$ cat src/rtl/loader_pkg.sv
// Shared types and constants for the boot-time instruction loader.
package loader_pkg;

    typedef enum logic [1:0] {
        HDR  = 2'd0,
        DATA = 2'd1,
        DONE = 2'd2,
        ERR  = 2'd3
    } loader_state_t;

    // Bytes per 32-bit word, for both the header and the instruction words.
    localparam int HDR_BYTES = 4;

endpackage

$ cat src/rtl/word_assembler.sv
// Gathers little-endian bytes into 32-bit words. The 4th byte is combined
// combinationally with the three held bytes, so the caller can register the
// complete word on the same edge that accepts the final byte.
module word_assembler
    import loader_pkg::*;
(
    input  logic        clk,
    input  logic        resetn,
    input  logic        clear,
    input  logic        byte_valid,
    input  logic [7:0]  byte_in,
    output logic [31:0] word_out,
    output logic        word_valid
);

    logic [1:0]  idx_q;
    logic [23:0] sh_q;

    assign word_valid = byte_valid && (idx_q == 2'(HDR_BYTES - 1));
    assign word_out   = {byte_in, sh_q};

    // Shift accepted bytes in from the top so the first byte ends up in bits 7:0.
    always_ff @(posedge clk or negedge resetn) begin
        if (!resetn) begin
            idx_q <= 2'd0;
            sh_q  <= 24'd0;
        end else if (clear) begin
            idx_q <= 2'd0;
            sh_q  <= 24'd0;
        end else if (byte_valid) begin
            idx_q <= idx_q + 2'd1;
            sh_q  <= {byte_in, sh_q[23:8]};
        end
    end

endmodule

$ cat src/rtl/instr_loader.sv
// Boot loader: takes a header word N followed by N instruction words from a
// byte stream, writes them to instruction memory, and holds the CPU in reset
// until the last word has been written.
module instr_loader
    import loader_pkg::*;
#(
    parameter int DEPTH = 1024,
    parameter int CNT_W = $clog2(DEPTH + 1)
) (
    input  logic             clk,
    input  logic             resetn,
    input  logic             s_valid,
    output logic             s_ready,
    input  logic [7:0]       s_data,
    input  logic             reload,
    output logic             imem_wr_en,
    output logic [31:0]      imem_wr_addr,
    output logic [31:0]      imem_wr_data,
    output logic             cpu_resetn,
    output logic             done,
    output logic             error,
    output logic [CNT_W-1:0] words_loaded
);

    loader_state_t    state_q;
    logic [CNT_W-1:0] n_q;
    logic [CNT_W-1:0] words_q, words_d;
    logic [31:0]      addr_d;
    logic             wr_en_q, cpu_resetn_q, done_q, error_q;
    logic [31:0]      wr_addr_q, wr_data_q;

    logic        accept;
    logic        restart;
    logic [31:0] word;
    logic        word_valid;

    assign s_ready = (state_q == HDR) || (state_q == DATA);
    assign accept  = s_valid && s_ready;
    // reload is only meaningful once a load has finished or failed.
    assign restart = reload && ((state_q == DONE) || (state_q == ERR));
    assign words_d = words_q + CNT_W'(1);
    assign addr_d  = 32'(words_q) << 2;

    word_assembler u_asm (
        .clk        (clk),
        .resetn     (resetn),
        .clear      (restart),
        .byte_valid (accept),
        .byte_in    (s_data),
        .word_out   (word),
        .word_valid (word_valid)
    );

    // Loader FSM with registered memory-write, status and CPU reset outputs.
    always_ff @(posedge clk or negedge resetn) begin
        if (!resetn) begin
            state_q      <= HDR;
            n_q          <= '0;
            words_q      <= '0;
            wr_en_q      <= 1'b0;
            wr_addr_q    <= 32'd0;
            wr_data_q    <= 32'd0;
            cpu_resetn_q <= 1'b0;
            done_q       <= 1'b0;
            error_q      <= 1'b0;
        end else begin
            wr_en_q <= 1'b0;
            case (state_q)
                HDR: begin
                    if (word_valid) begin
                        if (word == 32'd0) begin
                            n_q     <= '0;
                            state_q <= DONE;
                            done_q  <= 1'b1;
                        end else if (word > 32'(DEPTH)) begin
                            state_q <= ERR;
                            error_q <= 1'b1;
                        end else begin
                            n_q     <= word[CNT_W-1:0];
                            state_q <= DATA;
                        end
                    end
                end
                DATA: begin
                    if (word_valid) begin
                        wr_en_q   <= 1'b1;
                        wr_addr_q <= addr_d;
                        wr_data_q <= word;
                        words_q   <= words_d;
                        if (words_d == n_q) begin
                            state_q <= DONE;
                            done_q  <= 1'b1;
                        end
                    end
                end
                DONE: begin
                    if (restart) begin
                        state_q      <= HDR;
                        cpu_resetn_q <= 1'b0;
                        done_q       <= 1'b0;
                        words_q      <= '0;
                    end else begin
                        // Released one edge after entry, so the last write lands first.
                        cpu_resetn_q <= 1'b1;
                    end
                end
                ERR: begin
                    if (restart) begin
                        state_q <= HDR;
                        error_q <= 1'b0;
                        words_q <= '0;
                    end
                end
                default: state_q <= HDR;
            endcase
        end
    end

    assign imem_wr_en   = wr_en_q;
    assign imem_wr_addr = wr_addr_q;
    assign imem_wr_data = wr_data_q;
    assign cpu_resetn   = cpu_resetn_q;
    assign done         = done_q;
    assign error        = error_q;
    assign words_loaded = words_q;

endmodule

$ cat config.mk
export PLATFORM = sky130hd
export DESIGN_NAME = instr_loader
export DESIGN_NICKNAME = d
export VERILOG_FILES = /design/src/rtl/loader_pkg.sv /design/src/rtl/word_assembler.sv /design/src/rtl/instr_loader.sv
export SDC_FILE = /design/constraint.sdc
export NUM_CORES = 1
export LEC_CHECK = 0
export CAP_MARGIN = 15
export CORE_UTILIZATION = 45
export CTS_CLUSTER_DIAMETER = 150
export CTS_CLUSTER_SIZE = 12
export DETAILED_ROUTE_END_ITERATION = 16
export GPL_ROUTABILITY_DRIVEN = 0
export GPL_TIMING_DRIVEN = 0
export HOLD_SLACK_MARGIN = 0.06
export PLACE_DENSITY = 0.72
export SLEW_MARGIN = 10
export SYNTH_ARGS = -nofsm -noshare
export SYNTH_HDL_FRONTEND = slang
export SYNTH_SLANG_ARGS = --single-unit
$ cat constraint.sdc
create_clock -name clk -period 4 [get_ports clk]
set_clock_uncertainty 0.05 [all_clocks]
set_input_delay 0.4 -clock clk [delete_from_list [all_inputs] [get_ports clk]]
set_output_delay 0.4 -clock clk [all_outputs]
set_load 0.02 [all_outputs]
* Word-level counts from Yosys, hierarchy flattened
Index checks and enable logic that the tools add are counted.
** Storage, ports and cells
- Flip-flop bits (word level) :: 97
- Memories :: 0
- Input port bits :: 12
- Memory bits (read-only) :: 0
- RAM bits :: 0
- Logic and storage cells :: 76
- Bits in latches :: 0
- Output and inout bits :: 80
** Operators by class
- Bitwise operators :: 0
- $add $sub $neg :: 2
- Shifts and indexed selects :: 0
- Reductions and logical operators :: 18
- Mux-type cells :: 29
- $lt $le $gt $ge :: 1
- Multipliers :: 0
- Eq/ne operators :: 15
- Divide/modulo/power cells :: 0
** Operators with widths (number)
- $mux W24 :: 2
- $mux W11 :: 4
- $gt A32 B11 Y1 const B :: 1
- $logic_not A32 Y1 :: 1
- $pmux W11 S2 :: 1
- $mux W2 :: 8
- $ne A2 B1 Y1 const B :: 6
- $add A11 B1 Y11 const B :: 1
- $eq A11 B11 Y1 :: 1
- $mux W1 :: 11
- $ne A2 B2 Y1 const B :: 4
- $eq A2 B2 Y1 const B :: 3
- $pmux W2 S3 :: 1
- $reduce_and A3 Y1 :: 2
- $reduce_and A6 Y1 :: 1
- $reduce_bool A2 Y1 :: 3
- $reduce_and A5 Y1 :: 1
- $reduce_and A4 Y1 :: 1
- $logic_and A1 B1 Y1 :: 3
- $pmux W1 S3 :: 1
- $reduce_bool A3 Y1 :: 1
- $add A2 B1 Y2 const B :: 1
- $eq A2 B1 Y1 const B :: 1
- $logic_not A2 Y1 :: 1
- 4 further kinds :: 5

* Logic depth before layout (Yosys ltp)
Gate-level depths: netlist of run 1.
- Depth in word-level cells :: 6
- Gate-level depth with buffers :: 7
- Gate-level depth less buffers :: 7

* By module
From an unflattened synthesis of run 1, not the netlist that was laid out.
** Second synthesis, totals
- Cell total of the unflattened synthesis :: 384
- Area, all modules :: 4518.1 µm²
** Modules (own cells, without submodules)
- instr_loader :: cells each 290, area an instance 3364.5 µm², seq. area each 1776.7 µm², times used 1
- word_assembler :: cells each 94, area an instance 1153.6 µm², seq. area each 650.6 µm², times used 1

* Least setup slack after synthesis of run 1
Ideal clock, no wire load.
- Path kind :: flip-flop to flip-flop
- Start point :: reg words_q[0] (netlist: words_loaded[0])
- End point :: reg state_q[0]
- Path slack :: 1960 ps
- Stages on the path, launching flop included :: 7
- Arrival :: 1870 ps
- Setup time :: 120 ps
- Period minus slack after synthesis :: 2040 ps
- Required time :: 3830 ps
- Path buffers :: 0
- Cell sequence :: dfrtp_1 -> ha_1 -> and2_1 -> nand3b_1 -> a2111oi_2 -> nand4_1 -> a31o_1
** Between the ends
- Cells in the longest elaborated chain, start to end :: 4
** Ends and longest elaborated chain
- from (decl) :: line instr_loader.sv:27 : logic [CNT_W-1:0] words_q, words_d;
- from (signal assigned) :: line instr_loader.sv:89 : words_q <= words_d;
- $add A11 B1 Y11 :: line instr_loader.sv:41 : assign words_d = words_q + CNT_W'(1);
- $eq A11 B11 Y1 :: line instr_loader.sv:90 : if (words_d == n_q) begin
- $ne A2 B1 Y1 (no source line)
- $reduce_and A4 Y1 (no source line)
- to (signal assigned) :: line instr_loader.sv:57 : state_q <= HDR;
- to (signal assigned) :: line instr_loader.sv:91 : state_q <= DONE;
- to (signal assigned) :: line instr_loader.sv:98 : state_q <= HDR;
- to (decl) :: line instr_loader.sv:25 : loader_state_t state_q;
Every way passes these cells.
A chain may end at the register's enable or synchronous reset.

* Worst setup path after layout of run 1
- Start point :: in s_valid
- End point :: reg state_q[0]
** Between the ends
- Cells in the longest elaborated chain, start to end :: 4
- Elaborated cells between the ends (all ways) :: 5
- Those cells by class :: eq/ne (2); reduce/logical (3)
** Ends and longest elaborated chain
- from (decl) :: line instr_loader.sv:12 : input logic s_valid,
- $logic_and A1 B1 Y1 (*) :: line instr_loader.sv:38 : assign accept = s_valid && s_ready;
- $logic_and A1 B1 Y1 (*) :: line word_assembler.sv:19 : assign word_valid = byte_valid && (idx_q == 2'(HDR_BYTES - 1));
- $ne A2 B1 Y1 (no source line)
- $reduce_and A4 Y1 (no source line) (*)
- to (signal assigned) :: line instr_loader.sv:57
- to (signal assigned) :: line instr_loader.sv:73 : state_q <= DONE;
- to (signal assigned) :: line instr_loader.sv:76 : state_q <= ERR;
Every way passes the cells marked *; elsewhere a longest branch is shown, timed or not.

==> out/qor.csv, run 1 <==
metric,value,unit
CTS Buf Count,9,
pre-CTS setup slack,1.37,ns
proportion of layout cells with a drive suffix above 1,12.6,%
HP Start,imem_wr_addr[8],
clk slew on worst S/H paths,0.10,ns
gr ovfl total,0,
ANT cells,0,
"Clk Latency, worst-skew pair",0.36,ns
I/O Pins,92,
clk sinks,97,
layout overhead on the synthesized area,26.7,%
WL/cell,14.4,µm
std cell rows,35,
clk root buf,clkbuf_8,
PnR Total Power,3.40,mW
PD cells,613,mW/mm²
WHS Path Cells,2,
routed wire length,9610,µm
WHS Endpoint,imem_wr_addr[8],
RSZ-0062 raised after global routing,false,
R2R setup slack,1.75,ns
crit path max fanout,8,
sequential area share after synthesis,55.5,%
Setup CP Type,input pin to flop,
P_leak,2.64,nW
ys flop type,dfrtp_1,
vias in the first global route,3319,
required time worst endpoint,4.21,ns
Worst setup EP type,flop,
top post-synthesis cells by area,"dfrtp_1, nand2_1, a22o_1",
initial cell density of the core,46.9,%
"FF+latch count, synth",97,
Synth Warn #,0,
Setup crit start kind,input pin,
status,completed,
async set-or-reset flop fraction in the synthesized netlist,100,%
postcts setup bufs,0,
"count leader, synth",nand2_1,
# DRC,0,
Slew @ Worst Pin,0.813,ns
Hold Crit Class,flop to flop,
remaining antenna violation count after routing,0,
Placed Cells,650,
Post-synth top cells,"nand2_1, dfrtp_1, a22o_1",
H-tree Lvls,3,
TritonRoute pass-1 iters,4,
Syn Inst Count,430,
Non-Filler Instances,667,
worst r2r src,u_asm.sh_q[17],
first-pass GRT wire length,16200,µm
largest net degree at the start of global routing,68,
detailed placement HPWL,6940,µm
"Cell Area, Synth",0.00438,mm²
final cell area excluding filler cells,0.00554,mm²
CORE AREA,0.00933,mm²
Bufs on Longest Clock Path,2,
area fraction of the dominant cell type after synthesis,55.5,%
post-synthesis cell type count,52,
"Core Util, Final",59.4,%
Starting DRT DRC Count,198,
Post-synth EDFFs,0,
PnR worst setup slack,1.70,ns
Die X-Extent,101,µm
Area after DPL,0.00534,mm²
mean post-synth cell area,10.2,µm²
crit path from,s_valid,
nets,547,
fin. max-slew vios,0,
max_slew headroom,45.8,%
die height,101,µm
# port buffers,70,
vias,3388,
Hold Slack,0.430,ns
worst reg2reg path depth,6,
reg-to-reg endpoint,n_q[3],
number of setup violations in the final report,0,
vias per cell,5.08,
Global Route Usage Sum,20.6,%
maximum vdd drop,286,µV
Final Critical Period,2.30,ns
period utilization,57.5,%
max frequency,0.435,GHz
Die Footprint,0.0101,mm²
WP data arrival,2.51,ns
leading area contributor after synthesis,dfrtp_1,
setup tns final,0,ns
Fin. Hold Viols,0,
initial antenna violation count,0,
TritonCTS clock tree,yes,
max-capacitance violation count,0,
==> cells in the final DEF (no fill, tap or decap), drive strengths merged, types with 3 or more instances in the layout <==
cell type,netlist,layout
a22o,25,25
o31ai,3,3
o21ai,21,21
inv,7,11
nor4,8,8
conb,1,21
nand3,10,10
nand2,136,136
a21oi,11,11
nor2,11,11
xor2,5,5
and2,4,4
buf,26,28
clkbuf,16,26
xnor2,7,7
or3,3,3
mux2,12,12
clkdlybuf4s50,0,69
dfrtp,97,97
nand4,4,4
==> critical path, stage by stage <==
cell and delay [ns]:
clkdlybuf4s50_1 0.46, nor2b_2 0.21, nand3_1 0.19, inv_2 0.22
nand3_1 0.13, a2111oi_2 0.51, nand4_1 0.17, a31o_1 0.23
==> report_power, final <==
part	switching [mW]	internal [mW]
clock network	0.364	0.258
registers	0.263	1.27
logic	0.674	0.575
==> metal layers <==
metal  up-vias  global-route usage, %  part of all wire, %  wire length [µm]
met4         0                   10.3                  2.7               261
met1      1636                   28.1                   46              4430
met3        23                   2.64                  3.5               332
met5         -                      0                    0                 0
li1       1621                      -                    -                 -
met2       108                   32.6                   48              4590
==> logic make-up after synthesis <==
family          share of synthesized area [%]
simple gates                             19.4
flops                                    55.5
compound gates                           11.4
buf+inv                                  6.46
mux                                      4.17
xor+xnor                                 2.40
fa+ha+maj                               0.572
other cells                            0.0857
==> timing repair <==
item,4_1_cts,5_1_grt
gates resized for setup,0,0
hold endpoints to repair,30,0
hold buffers,1,0
endpoints found under the setup margin,0,0
==> worst max path at each step <==
| stage | to | slack [ns] |
|---|---|---|
| 2_1_floorplan | state_q[0] | 1.96 |
| 4_1_cts | n_q[3] | 1.75 |
| 5_1_grt | imem_wr_data[17] | 1.54 |
| 3_3_place_gp | imem_wr_data[11] | -1.01 |
| 3_5_place_dp | state_q[0] | 1.37 |
| 6_report | state_q[0] | 1.70 |
==> layout make-up <==
type,count,area (µm²)
Clock buffer,10,138
Sequential cell,97,2430
Buffer,42,256
Clock inverter,6,56.3
Fill cell,818,3790
Timing Repair Buffer,72,736
Tap cell,129,161
Multi-Input combinational cell,304,1740
Inverter,7,26.3
==> flip-flops by register name (all words and copies together), names as in the netlist <==
signal and count:
imem_wr_data 32, u_asm.sh_q 24, imem_wr_addr 11, n_q 11
words_loaded 11, state_q 2, u_asm.idx_q 2, cpu_resetn 1
done 1, error 1, imem_wr_en 1
Power figures use the tool's default switching activity.
==> inputs of run 2 (changes only) <==
- PLACE_DENSITY: 0.72 -> 0.75
- clock period: 4 -> 2.1 ns (I/O delays scaled with it)
==> out/qor.csv, run 2 (same netlist as run 1, synthesis figures left out) <==
metric,value,unit
Setup CP Type,flop to flop,
Setup crit start kind,flop,
die height,101,µm
Crit path max-delay family,simple AND/OR/NAND/NOR gates,
Global Route Usage Sum,21.0,%
CORE AREA,0.00933,mm²
routed wire length,10200,µm
M2 GR Usage,35.6,%
largest net degree at the start of global routing,69,
P_leak,2.75,nW
GR Layer Usage met1,27.9,%
Die Footprint,0.0101,mm²
Slew @ Worst Pin,0.683,ns
max_slew headroom,54.5,%
vias in the first global route,3422,
"Clk Latency, worst-skew pair",0.36,ns
Worst setup EP type,flop,
fin. max-slew vios,0,
period utilization,104,%
initial cell density of the core,46.9,%
crit path from,u_asm.sh_q[17],
# DRC,0,
gr ovfl total,0,
remaining antenna violation count after routing,0,
Comb pwr share,39.5,%
Int Pwr,4.10,mW
most frequent cells in the layout,"nand2_1, dfrtp_1, clkdlybuf4s50_1",
nets,565,
maximum vdd drop,693,µV
TritonCTS clock tree,yes,
"commonest non-fill, non-tap cell in the layout",nand2_1,
WP data arrival,2.40,ns
first-pass GRT wire length,16700,µm
Fin. Hold Viols,0,
Sw Pwr,2.57,mW
detailed placement HPWL,7110,µm
max reg flops,32,
RSZ-0062 raised after global routing,true,
Sw Share,38.6,%
I/O Pins,92,
Die X-Extent,101,µm
initial antenna violation count,0,
CTS Buf Count,9,
clk root buf,clkbuf_8,
PnR worst setup slack,-0.0921,ns
status,"complete, but fails checks",
Buf/Inv on CP,1,
vias per cell,5.06,
Hold Crit Class,input pin to async pin,
Hold Slack,0.262,ns
Final Critical Period,2.19,ns
failing checks,negative setup slack,
clk sinks,97,
sequential power share,43.5,%
Clock power frac,17.0,%
Starting DRT DRC Count,175,
clk slew on worst S/H paths,0.10,ns
H-tree Lvls,3,
GR peak layer,met2,
PD cells,1160,mW/mm²
worst r2r src,u_asm.sh_q[17],
setup tns final,-0.858,ns
required time worst endpoint,2.31,ns
number of setup violations in the final report,11,
max frequency,0.456,GHz
# port buffers,70,
GR Util met3,3.26,%
vias,3466,
max-capacitance violation count,0,
TritonRoute pass-1 iters,5,
ANT cells,0,
proportion of layout cells with a drive suffix above 1,18.2,%
Slowest cell on crit path,or4_4,
critical-path cell list,or4_4 -> nor4_4 -> nand2_2 -> nor2_4 -> clkbuf_16 -> mux2_4,
Bufs on Longest Clock Path,2,
crit path max fanout,5,
largest stage delay on the critical path,0.55,ns
layout overhead on the synthesized area,31.8,%
std cell rows,35,
fillers,796,
WL/cell,14.9,µm
-- run 2: changes by cell type in the layout (fill, tap and decap cells not counted), moves of 2 or more --
| cell | change |
|---|---|
| buf_4 | +17 |
| nor4_2 | +2 |
| clkbuf_1 | -3 |
| dfrtp_2 | +3 |
| nor4_1 | -2 |
| clkbuf_2 | +3 |
| ha_1 | -2 |
| dfrtp_1 | -3 |
-- run 2: path summary, 6_finish.rpt --
kind                                    end  slack (ns)  cells after the start
max                                  n_q[8]       -0.09                      6
min                         words_loaded[9]        0.26                      2
max reg2reg                          n_q[8]       -0.09                      6
min reg2reg                imem_wr_addr[12]        0.43                      2
max in group asynchronous        state_q[0]        1.07                      3
min in group clk           imem_wr_data[25]        0.38                      3
-- run 2: worst reg2reg max path: cells and delay by family, from the launching register on --
kind                   cells  cell delay [ns]
and+or+nand+nor            4             1.19
DFF                        1             0.40
muxes                      1             0.29
buffers and inverters      1             0.18
-- run 2: routing by layer --
| metal | wire (µm) | up-vias |
|---|---|---|
| li1 | - | 1659 |
| met1 | 4520 | 1685 |
| met2 | 5080 | 109 |
| met3 | 463 | 13 |
| met4 | 143 | 0 |
| met5 | 0 | - |
-- run 2: final cells by class --
cell class	count	area (µm²)	area share, %
Buffer	42	264	4.58
Timing Repair Buffer	90	888	15.4
Inverter	7	26.3	0.456
Clock inverter	6	51.3	0.890
Multi-Input combinational cell	304	1820	31.5
Tap cell	129	161	2.80
Clock buffer	10	128	2.21
Sequential cell	97	2430	42.2
-- run 2: through the flow --
step	instance area, µm²	total power, mW	worst slack, ns	instances	util, %
after CTS	5650	6.59	-0.0208	679	60.5
after floorplan	4450	4.23	0.0599	450	-
after global routing	5770	7.04	-0.196	685	61.8
final	5770	6.68	-0.0921	685	61.8
after global placement	5310	5.26	-2.65	649	57.0
after detailed placement	5340	5.34	-0.368	650	57.2
-- run 2: power by group through the flow --
stage | clock network (mW) | logic [mW] | registers (mW)
final | 1.14 | 2.64 | 2.90
after global routing | 1.22 | 2.85 | 2.97
after CTS | 1.15 | 2.54 | 2.90
after detailed placement | 0 | 2.39 | 2.94
after global placement | 0 | 2.32 | 2.94
after floorplan | 0 | 1.03 | 3.20
-- run 2: timing repair --
action,4_1_cts,5_1_grt
gates cloned,0,1
hold buffers,1,0
endpoints found under the hold margin,29,0
setup buffers,12,5
resized for setup,6,17
pin swaps,4,2
endpoints found under the setup margin,24,65
==> inputs of run 3 (changes only) <==
- CAP_MARGIN: 15 -> 0
==> results of run 3 <==
Final layout, timing and power as in run 2 (identical DEF).
